### config.mk
export PLATFORM = sky130hd
export DESIGN_NAME = tis_prog_loader
export DESIGN_NICKNAME = d
export VERILOG_FILES = /design/src/rtl/tis_prog_loader.sv
export SDC_FILE = /design/constraint.sdc
export NUM_CORES = 1
export LEC_CHECK = 0
export ABC_CLOCK_PERIOD_IN_PS = 4420
export BUFFER_PORTS_ARGS = -buffer_cell sky130_fd_sc_hd__buf_2
export CAP_MARGIN = 15
export CORE_ASPECT_RATIO = 2
export CORE_MARGIN = 3
export CORE_UTILIZATION = 55
export DETAILED_ROUTE_END_ITERATION = 7
export PLACE_DENSITY = 0.85
export SLEW_MARGIN = 15
export SYNTH_ARGS = -nofsm -noshare
export SYNTH_HDL_FRONTEND = slang
export SYNTH_SLANG_ARGS = --single-unit
export TNS_END_PERCENT = 1
### constraint.sdc
create_clock -name clk -period 4.42 [get_ports clk]
set_input_delay 0.221 -clock clk [delete_from_list [all_inputs] [get_ports clk]]
set_output_delay 0.221 -clock clk [all_outputs]
set_load 0.05 [all_outputs]
### src/rtl/tis_prog_loader.sv
// tis_prog_loader
//   Loads a framed program image from a valid/ready byte stream into the
//   TIS core's instruction store. While a load is in progress the core is
//   held in reset. It is released only after the checksum of the image has
//   been verified.
//
//   Frame: L, then L words sent high byte first, then checksum C.
//   C must equal L XOR every data byte.
//
// Ports
//   clk       in   single clock, rising edge
//   rst       in   synchronous, active-high reset
//   in_valid  in   byte source has a byte on in_byte
//   in_byte   in   stream byte
//   in_ready  out  loader accepts in_byte this cycle
//   prog      out  instruction store [0:DEPTH-1] x IW, wired to core.prog
//   pLength   out  verified program length (0 when no verified image)
//   core_rst  out  reset to the core; low only while a verified image is held
//   done      out  verified image held
//   err       out  last frame was rejected
module tis_prog_loader #(
  parameter int DEPTH = 15,
  parameter int IW    = 16
) (
  input  logic          clk,
  input  logic          rst,
  input  logic          in_valid,
  input  logic [7:0]    in_byte,
  output logic          in_ready,
  output logic [IW-1:0] prog [0:DEPTH-1],
  output logic [3:0]    pLength,
  output logic          core_rst,
  output logic          done,
  output logic          err
);

  typedef enum logic [2:0] {
    IDLE,
    HI,
    LO,
    CSUM,
    DONE,
    ERR
  } state_t;

  state_t      state;
  state_t      state_nx;
  logic [3:0]  len;
  logic [3:0]  idx;
  logic [7:0]  sum;
  logic [7:0]  hi_byte;
  logic        accept;
  logic        len_ok;
  logic        last_word;

  assign accept    = in_valid && in_ready;
  assign len_ok    = (in_byte != 8'd0) && (in_byte <= 8'(DEPTH));
  assign last_word = (idx == len - 4'd1);

  // Next-state decode. Registered outputs are decoded from state_nx, so
  // they change on the same edge as the state itself.
  // NOTE: every signal written in always_comb gets a default first, so no
  // path leaves it unassigned and no latch is inferred.
  always_comb begin
    state_nx = state;
    if (accept) begin
      unique case (state)
        IDLE, DONE, ERR: state_nx = len_ok ? HI : ERR;
        HI:              state_nx = LO;
        LO:              state_nx = last_word ? CSUM : HI;
        CSUM:            state_nx = (in_byte == sum) ? DONE : ERR;
        default:         state_nx = IDLE;
      endcase
    end
  end

  // NOTE: sequential state uses non-blocking assignments only, so every
  // register samples values from before the edge regardless of order.
  always_ff @(posedge clk) begin
    if (rst) begin
      state    <= IDLE;
      len      <= 4'd0;
      idx      <= 4'd0;
      sum      <= 8'd0;
      hi_byte  <= 8'd0;
      in_ready <= 1'b0;
      pLength  <= 4'd0;
      core_rst <= 1'b1;
      done     <= 1'b0;
      err      <= 1'b0;
      // NOTE: the instruction store is reset explicitly. An aborted load
      // must not leave a partial image visible to the core.
      for (int i = 0; i < DEPTH; i++) prog[i] <= '0;
    end else begin
      state    <= state_nx;
      in_ready <= 1'b1;
      done     <= (state_nx == DONE);
      err      <= (state_nx == ERR);
      core_rst <= (state_nx != DONE);
      pLength  <= (state_nx == DONE) ? len : 4'd0;

      if (accept) begin
        unique case (state)
          IDLE, DONE, ERR: begin
            // A bad length byte goes to ERR and leaves the store untouched.
            if (len_ok) begin
              len <= in_byte[3:0];
              idx <= 4'd0;
              sum <= in_byte;
              for (int i = 0; i < DEPTH; i++) prog[i] <= '0;
            end
          end
          HI: begin
            hi_byte <= in_byte;
            sum     <= sum ^ in_byte;
          end
          LO: begin
            prog[idx] <= {hi_byte, in_byte};
            sum       <= sum ^ in_byte;
            if (!last_word) idx <= idx + 4'd1;
          end
          default: ;
        endcase
      end
    end
  end

endmodule

# [Yosys cells after proc, flatten, opt, wreduce, memory -nomap -nowiden]
# Index checks and enable logic that the tools add are counted.
[classes] addsub=2 n_lt_le_gt_ge=3 eq_ne=12 mux=16 bitwise_logic=3 n_reduce_logical=15
[ops] op="one-hot mux 240 bit (2 select lines)" count=1
[ops] op="bitwise mux 240 bit" count=1
[ops] op="two-way mux 240 bit" count=1
[ops] op="demux 16 bit (select 4 bit)" count=1
[ops] op="two-way mux 16 bit" count=1
[ops] op="one-hot mux 8 bit (2 select lines)" count=1
[ops] op="== test 3 bit (second input constant)" count=4
[ops] op="one-hot mux 3 bit (4 select lines)" count=1
[ops] op="AND reduction 3 bit" count=3
[ops] op="== test 8 bit" count=1
[ops] op="<= comparator 8 x 4 -> 1 bit (second input constant)" count=1
[ops] op="two-way mux 4 bit" count=2
[ops] op="two-way mux 8 bit" count=1
[ops] op="one-hot mux 4 bit (2 select lines)" count=1
[ops] op="nonzero test 8 bit" count=1
[ops] op="XOR 8 bit" count=1
[ops] op="== test 3 x 2 -> 1 bit (second input constant)" count=2
[ops] op="two-way mux 3 bit" count=2
[ops] op="greater-or-equal comparator 5 bit (second input constant)" count=1
[ops] op="less-than comparator 5 x 1 -> 1 bit (second input constant)" count=1
[ops] op="NOT 4 -> 5 bit" count=1
[ops] op="adder 4 x 1 -> 4 bit (second input constant)" count=1
[ops] op="== test 4 bit" count=1
[ops] op="!= test 2 bit (second input constant)" count=2
[ops] op="other kinds (13)" count=18
[word_totals] reg_bits=275 inputBits=11 output_inout_bits=248 elab_cells=76

# [Depth between registers and ports, before layout]
# Gate-level depths: netlist (run 1).
[logic_depth] depth_word=8 mapped_depth=9 mapped_depth_nobuf=7

# [Worst setup path before layout (run 1)]
# Ideal clock, no wire load.
[synth_timing] path_type="register to register" startpoint="reg in_ready" endpoint="reg sum[0]" setup_time_ns=0.128 arrival_time_ns=2.194 required_time_ns=4.292 slack_ns=2.098 path_stages_with_launch=9 n_path_buf=3 period_less_slack_ns=2.322 path_cell_list="dfxtp_1 > and2_1 > clkbuf_1 > buf_2 > clkbuf_1 > nand2_1 > nor2_1 > xor2_1 > nor2_1"
[synth_between] elab_chain_cells=2
[synth_lines] element="start: declaration" line_no="29" source="output logic in_ready,"
[synth_lines] element="start signal: assignment" line_no="86" source="in_ready <= 1'b0;"
[synth_lines] element="start signal: assignment" line_no="96" source="in_ready <= 1'b1;"
[synth_lines] element="logical AND 1 bit" line_no="56" source="assign accept = in_valid && in_ready;"
[synth_lines] element="AND reduction 3 bit (no line)"
[synth_lines] element="end signal: assignment" line_no="109" source="sum <= in_byte;"
[synth_lines] element="end signal: assignment" line_no="115" source="sum <= sum ^ in_byte;"
[synth_lines] element="end signal: assignment" line_no="119" source="sum <= sum ^ in_byte;"
[synth_lines] element="end: declaration" line_no="50" source="logic [7:0] sum;"
# No other way between the ends.
# A chain may end at the register's enable or synchronous reset.

# [Worst setup path in the final report (run 1)]
[layout_timing] startpoint="reg state[1]" endpoint="reg prog[124] in the netlist's numbering"
[layout_between] elab_chain_cells=4 elab_cells_between_ends=9 classes_between="eq/ne: 4; mux: 1; reduce/logical: 4"
[layout_lines] element="start: declaration" line_no="46" source="state_t state;"
[layout_lines] element="start signal: assignment" line_no="95" source="state <= state_nx;"
[layout_lines] element="== test 3 bit / zero test 3 bit (equally long branches)" line_no="103" source="unique case (state)"
[layout_lines] element="OR reduction 3 bit" line_no="103"
[layout_lines] element="!= test 2 bit (no line) / nonzero test 2 bit (equally long branches)"
[layout_lines] element="AND reduction 3 bit (no line)"
[layout_lines] element="end signal: indexed assignment" line_no="118" source="prog[idx] <= {hi_byte, in_byte};"
[layout_lines] element="end: declaration" line_no="30" source="output logic [IW-1:0] prog [0:DEPTH-1],"
# Several ways; a longest one is shown, not always the timed one.

==> results of run 1 <==
-- stage by stage --
stage / cell area [um^2] / total power [W] / utilization [%]
final: 12000 / 0.00455 / 65.7
after global routing: 12000 / 0.00465 / 65.7
after CTS: 12000 / 0.00455 / 65.7
after detailed placement: 11300 / 0.00267 / 62.0
after global placement: 11300 / 0.00267 / 62.0
after floorplan: 10200 / 0.00264 / -
-- power by group through the flow --
stage               combinational, W  clock [W]  sequential [W]
CTS                         0.000126    0.00193         0.00249
global route                0.000138    0.00202         0.00249
finish                      0.000127    0.00193         0.00249
detailed placement          0.000125          0         0.00255
global placement            0.000124          0         0.00255
floorplan                  0.0000886          0         0.00255
-- area by class of cell --
type | instances | area (um^2)
Sequential cell | 275 | 5510
Timing Repair Buffer | 269 | 1390
Clock buffer | 33 | 663
Multi-Input combinational cell | 685 | 4140
Inverter | 9 | 33.8
Tap cell | 216 | 270
Clock inverter | 3 | 22.5
Fill cell | 1454 | 6270
-- cell usage after synthesis (2+ instances only) --
cell type | count | share of area (%)
clkbuf_1 | 64 | 2.3
a21oi_1 | 9 | 0.44
o21ai_4 | 9 | 1.4
o21ai_0 | 9 | 0.44
nor3b_1 | 4 | 0.29
a211oi_1 | 2 | 0.15
and2_1 | 18 | 1.1
buf_2 | 31 | 1.5
buf_4 | 9 | 0.66
nand2_1 | 20 | 0.73
a22oi_1 | 240 | 18
xnor2_1 | 4 | 0.34
nor3_1 | 2 | 0.098
nor2_1 | 272 | 10
mux2i_1 | 9 | 0.88
dfxtp_1 | 275 | 54
ha_1 | 5 | 0.61
inv_1 | 9 | 0.33
and3b_1 | 8 | 0.68
nor2b_1 | 16 | 0.98
o21ai_1 | 7 | 0.34
buf_6 | 10 | 1.1
nor4_1 | 2 | 0.12
and3_1 | 10 | 0.61
buf_1 | 2 | 0.073
xor2_1 | 19 | 1.6
-- path summary, 6_finish.rpt --
path,end,slack [ns]
worst max-delay path,prog[124]$_SDFFE_PP0P_,1.34
worst min-delay path,hi_byte[7]$_SDFFE_PP0P_,0.04
worst min register to register,prog[130]$_SDFFE_PP0P_,0.49
worst max register to register,prog[124]$_SDFFE_PP0P_,1.34
-- cells by family after synthesis --
family,count (synthesis),share of synthesized area (%)
AOI/OAI and AO/OA,285,21.1
xor gates and xnor gates,24,2.19
adders and majority gates,5,0.611
muxes,9,0.879
buffers and inverters,125,6.02
and+or+nand+nor,362,15.5
DFF,275,53.7
-- registers in the layout, summed over array words and instances, names as in the netlist --
| name | count |
|---|---|
| len | 4 |
| sum | 8 |
| done | 1 |
| prog | 240 |
| state | 3 |
| in_ready | 1 |
| pLength | 4 |
| hi_byte | 8 |
| core_rst | 1 |
| idx | 4 |
| err | 1 |
-- per-layer routing --
metal | share of wire (%) | GRT usage [%] | up-vias | routed length [um]
li1 | - | - | 4110 | -
met1 | 36 | 35.3 | 4436 | 11500
met2 | 50 | 49.7 | 479 | 15900
met3 | 7.5 | 5.37 | 115 | 2390
met4 | 6.4 | 17.4 | 0 | 2040
met5 | 0 | 0 | - | 0
-- worst max-delay path, delay by kind of cell (launching register included) --
family	cells	cell delay (ns)
AO/OA/AOI/OAI	1	0.22
AND/OR/NAND/NOR	4	2.21
flip-flops	1	0.58
==> summary.txt, run 1 <==
Outcome
  – Status: completed

Final layout
  – Final Non-Filler Cells: between 1000 and 1500
  – Ant diodes: 0
  – Nets: 1279
  – Most frequent cells in the layout: dfxtp_1 (275), nor2_1 (272), buf_2 (257), a22oi_1 (240), clkbuf_16 (23)
  – Commonest non-fill, non-tap cell in the layout: dfxtp_1
  – Layout area overhead: 17.4%
  – Layout cells sized above 1: approximately a quarter

Logic synthesis
  – Ys flop type: dfxtp_1
  – Mapped Cells: between 1000 and 1500
  – #FFs+latches synth: roughly 280
  – Sequential area share after synthesis: between 50 and 60%
  – Syn Std Cell Area: between 10000 and 15000 um^2
  – Yosys warnings: 0
  – Synth async-reset ratio: 0%
  – Post-synth EDFFs: 0
  – Post-Syn Nets: 1101
  – Syn Area/Cell: 9.44 um^2
  – Netlist cell types: 46

CTS
  – CTS hold repair buffers: 0
  – Num CTS Buffers: 23
  – Post-CTS setup repair buffer count: 0
  – Clk sinks: about 280
  – Clk Latency, worst-skew pair: about 0.52 ns
  – CTS Buffer Depth: 3
  – CTS root buf: clkbuf_16
  – CTS resizes: 0
  – CTS tree: yes
  – H-Tree Depth: 1
  – Reg clk slew, reported paths: ~0.080 ns

Power
  – Power share of the sequential group: 54.8%
  – Sw frac: approximately 22%
  – Worst VDD drop: 0.398 mV
  – Comb pwr share: 2.8%
  – Switching pwr: between 0.0009 and 0.001 W
  – P_leak: just over 5 nW
  – P per Cell Area: 378 nW/um^2
  – Internal power: approximately 0.0036 W
  – Clock power frac: 42.5%

Min path
  – Hold path cells: 3
  – Hold Startpoint: in_byte[7]
  – Hold Path Class: input pin to register

Placement
  – Placed cells: 1454
  – IO buf count: roughly 260
  – Detail Placement HPWL: a little over 20 mm
  – Setup WS pre-CTS: ~1.4 ns
  – Placer Congestion: 0.882

Worst setup path
  – Slowest-stage cell, CP: and2_1
  – WS Path Type: register to register
  – Critical path capture point type: register
  – CP Launch Type: register
  – CP cell instances: or3b_2 -> nor2_2 -> and2_1 -> a22oi_1 -> nor2_1
  – Worst-path fanout max: 18
  – Critical path data arrival time: roughly 3.5 ns
  – CP required: 4.86 ns
  – Worst path max stage delay: approximately 0.9 ns
  – CP Launch Point: state[1]$_SDFF_PP0_
  – Reg-to-Reg Start: state[1]$_SDFF_PP0_
  – R2R depth: 5

Timing
  – Worst slew pin tran: about 1.1 ns
  – Hold_ws: 0.0425 ns
  – Final setup fails: 0
  – F_max: ~0.32 GHz
  – Final worst slack: 1.34 ns
  – TNS Setup: 0 ns
  – Fin crit share: 69.7%
  – Slew HR: ~29%
  – Fin crit period: 3.08 ns
  – Final hold vios: 0
  – RSZ-0062 raised after global routing: false
  – Worst-case clock skew: about 0.02 ns
  – Final Max Tran Viols: 0

Route
  – Post-Route WL: 31.8 mm
  – DR DRC count: 0
  – Vias/cell: 6.13
  – Total number of vias: about 9000
  – Drt first pass iters: 6
  – Routed Antenna Nets: 0
  – Avg WL per Cell: roughly 21 um
  – DRT iter0 DRCs: 580

Floorplan
  – Die height: roughly 200 um
  – Num ports: ~260
  – Initial core utilization: roughly 56%
  – Die X: between 100 and 150 um
  – Die ar.: between 20000 and 25000 um^2
  – Rows: 70
  – CORE AREA: approximately 18000 um^2

Flow run
  – Max Cap Violations: 0

Global route
  – GRT Total Usage: slightly below 30%
  – Total global routing overflow: 0
  – Vias in the first global route: a little under 9000
  – Initial antenna violation count: 0
  – Pin count of the biggest net entering global routing: 146
  – First-pass GRT wire length: around 48 mm
(Power assumes the default switching activity.)
==> run 2: changes to the inputs <==
--- a/config.mk
+++ b/config.mk
@@ -5,14 +5,14 @@
 export SDC_FILE = /design/constraint.sdc
 export NUM_CORES = 1
 export LEC_CHECK = 0
-export ABC_CLOCK_PERIOD_IN_PS = 4420
+export ABC_CLOCK_PERIOD_IN_PS = 2500
 export BUFFER_PORTS_ARGS = -buffer_cell sky130_fd_sc_hd__buf_2
 export CAP_MARGIN = 15
 export CORE_ASPECT_RATIO = 2
 export CORE_MARGIN = 3
-export CORE_UTILIZATION = 55
+export CORE_UTILIZATION = 48
 export DETAILED_ROUTE_END_ITERATION = 7
-export PLACE_DENSITY = 0.85
+export PLACE_DENSITY = 0.79
 export SLEW_MARGIN = 15
 export SYNTH_ARGS = -nofsm -noshare
 export SYNTH_HDL_FRONTEND = slang
==> constraint.sdc (replaced) <==
create_clock -name clk -period 2.5 [get_ports clk]
set_input_delay 0.125 -clock clk [delete_from_list [all_inputs] [get_ports clk]]
set_output_delay 0.125 -clock clk [all_outputs]
set_load 0.05 [all_outputs]
==> summary.txt, run 2 (same netlist as run 1, synthesis figures left out) <==
CTS
  – CTS Buffer Depth: 3 (unchanged)
  – CTS root buf: clkbuf_16
  – Num CTS Buffers: 23 (unchanged)
  – Clk sinks: 275 (unchanged)
  – CTS tree: yes
  – Clk Latency, worst-skew pair: 0.51 ns (about the same)
  – Reg clk slew, reported paths: 0.07 ns (about the same)
  – H-Tree Depth: 1 (unchanged)
  – Post-CTS setup repair buffer count: 0 (unchanged)

Global route
  – Total global routing overflow: 0 (unchanged)
  – Vias in the first global route: 8806 (+0.20%)
  – Met1 Usage GRT: 31.4% (-3.9 points)
  – M2 GR Usage: 47.7% (-1.9 points)
  – GRT Total Usage: 27.5% (-2.3 points)
  – Pin count of the biggest net entering global routing: 132 (-9.6%)
  – Initial antenna violation count: 0 (unchanged)
  – GRT busiest layer: met2
  – First-pass GRT wire length: 49.5 mm (+3.6%)
  – Met3 Usage GRT: 4.47% (-0.90 points)

Worst setup path
  – Worst-path fanout max: 16 (-2)
  – Critical path data arrival time: 2.76 ns (-0.76 ns)
  – Slowest-stage cell, CP: or4_4
  – CP cell instances: dlygate4sd3_1 -> buf_2 -> or4_4 -> nor4_4 -> buf_12 -> o21ai_1 -> buf_4 -> a22oi_1 -> nor2_1
  – Worst Path Buf+Inv: 4 (+4)
  – Family with the most delay on the worst path: buffers and inverters
  – WS Path Type: input pin to register
  – Worst path max stage delay: 0.56 ns (-0.36 ns)
  – CP required: 2.88 ns (-1.98 ns)
  – CP Launch Type: input pin
  – Critical path capture point type: register

Route
  – DRT iter0 DRCs: 711 (+23%)
  – Post-Route WL: 33.0 mm (+3.7%)
  – Avg WL per Cell: 20.7 um (-3.1%)
  – Routed Antenna Nets: 0 (unchanged)
  – Vias/cell: 5.75 (-6.3%)
  – Total number of vias: 9164 (+0.26%)
  – Drt first pass iters: 6 (unchanged)
  – DR DRC count: 0 (unchanged)

Timing
  – RSZ-0062 raised after global routing: false
  – Final setup fails: 0 (unchanged)
  – Slew HR: 50.3% (+21 points)
  – Worst-case clock skew: 0.00761 ns (-0.0120 ns)
  – TNS Setup: 0 ns (unchanged)
  – Final hold vios: 0 (unchanged)
  – Fin crit share: between 90% and 100%
  – Final Max Tran Viols: 0 (unchanged)
  – Fin crit period: 2.38 ns
  – Worst slew pin tran: 0.741 ns (-0.325 ns)
  – F_max: 0.421 GHz

Min path
  – Hold Path Class: input pin to register

Power
  – Worst VDD drop: 0.597 mV (+50%)
  – P per Cell Area: 658 nW/um^2 (+74%)
  – P_leak: 5.49 nW (+5.8%)

Final layout
  – Multi-input gate area: 4160 um^2 (+0.42%)
  – Reg with most FFs: prog
  – Final std cell area, no fill: 12600 um^2 (+5.0%)
  – Commonest non-fill, non-tap cell in the layout: dfxtp_1
  – Register area: 5510 um^2 (unchanged)
  – Layout area overhead: 23.3%
  – Layout cells sized above 1: 27.8% (+2.8 points)
  – Max reg flops: 240 (unchanged)
  – Biggest regs: prog x240, hi_byte x8, sum x8
  – Utilization after layout: 60.1% (-5.7 points)
  – Nets: 1329 (+3.9%)
  – Fillers: 1792 (+23%)
  – Most frequent cells in the layout: dfxtp_1 (275), nor2_1 (272), buf_2 (257), a22oi_1 (240), buf_4 (49)
  – Ant diodes: 0 (unchanged)
  – Final Non-Filler Cells: 1595 (+7.0%)

Placement
  – Placer Congestion: 0.929 (+5.3%)
  – Post-DP Area: 11800 um^2 (+4.0%)
  – Detail Placement HPWL: 22.2 mm (+7.4%)
  – Placed cells: 1551 (+6.7%)
  – IO buf count: 258 (unchanged)

Floorplan
  – Die ar.: 23200 um^2 (+14%)
  – Initial core utilization: 48.7% (-7.2 points)
  – Die height: 213 um (+6.8%)
  – Num ports: 259 (unchanged)
  – Die X: 109 um (+6.6%)
  – CORE AREA: 21000 um^2 (+15%)
  – Rows: 75 (+7.1%)

Outcome
  – Status: completed

Flow run
  – Max Cap Violations: 0 (unchanged)
run 2: cell types whose count changed in the layout (fill, tap and decap cells not counted), sizes merged:
cell         delta
clkinv          +3
bufinv          +3
dlygate4sd3     +6
clkinvlp        +1
inv             -1
buf            +44
clkbuf          -4
run 2: repair_timing:
action,4_1_cts,5_1_grt
hold buffers,6,0
pin swaps,0,0
hold endpoints to repair,8,0
resized for setup,1,2
setup endpoints to repair,16,32
run 2: final timing paths:
kind | from | endpoint | slack, ns | depth (start not counted)
max reg2reg | idx[1]$_SDFFE_PP0P_ | prog[191]$_SDFFE_PP0P_ | 0.23 | 6
max | in_byte[5] | prog[216]$_SDFFE_PP0P_ | 0.12 | 9
min | in_byte[6] | hi_byte[6]$_SDFFE_PP0P_ | 0.05 | 4
min reg2reg | hi_byte[2]$_SDFFE_PP0P_ | hi_byte[2]$_SDFFE_PP0P_ | 0.49 | 2
run 2: worst register-to-register path, stage by stage (launching register included):
cell,delay [ns]
dfxtp_1,0.44
ha_1,0.26
nor3b_4,0.66
nor2b_1,0.25
o21ai_2,0.22
a22oi_1,0.26
nor2_1,0.06
run 2: report_power, final:
group	internal, W	total [W]	switching [W]
clock	0.00206	0.00365	0.00159
combinational	0.0000718	0.000259	0.000187
sequential	0.00439	0.00440	0.0000117
total	0.00652	0.00831	0.00179
run 2: routing by layer:
metal | vias to the layer above | part of all wire [%]
li1 | 4211 | -
met1 | 4392 | 36
met2 | 443 | 51
met3 | 118 | 6.8
met4 | 0 | 6.1
met5 | - | 0
run 2: final cells by class:
type,instances,area share (%)
Clock inverter,9,1.00
Clock buffer,29,4.89
Tap cell,269,2.67
Inverter,9,0.268
Multi-Input combinational cell,685,33.0
Timing Repair Buffer,319,14.6
Sequential cell,275,43.6
run 2: per-stage QoR:
stage | hold slack, ns | total power (W) | setup slack [ns]
final | 0.0522 | 0.00831 | 0.124
after global routing | 0.0535 | 0.00855 | 0.0600
after floorplan | 0.261 | 0.00467 | 0.178
after detailed placement | 0.348 | 0.00475 | -0.135
after CTS | 0.0253 | 0.00836 | 0.0456
after global placement | 0.345 | 0.00475 | 0.0282
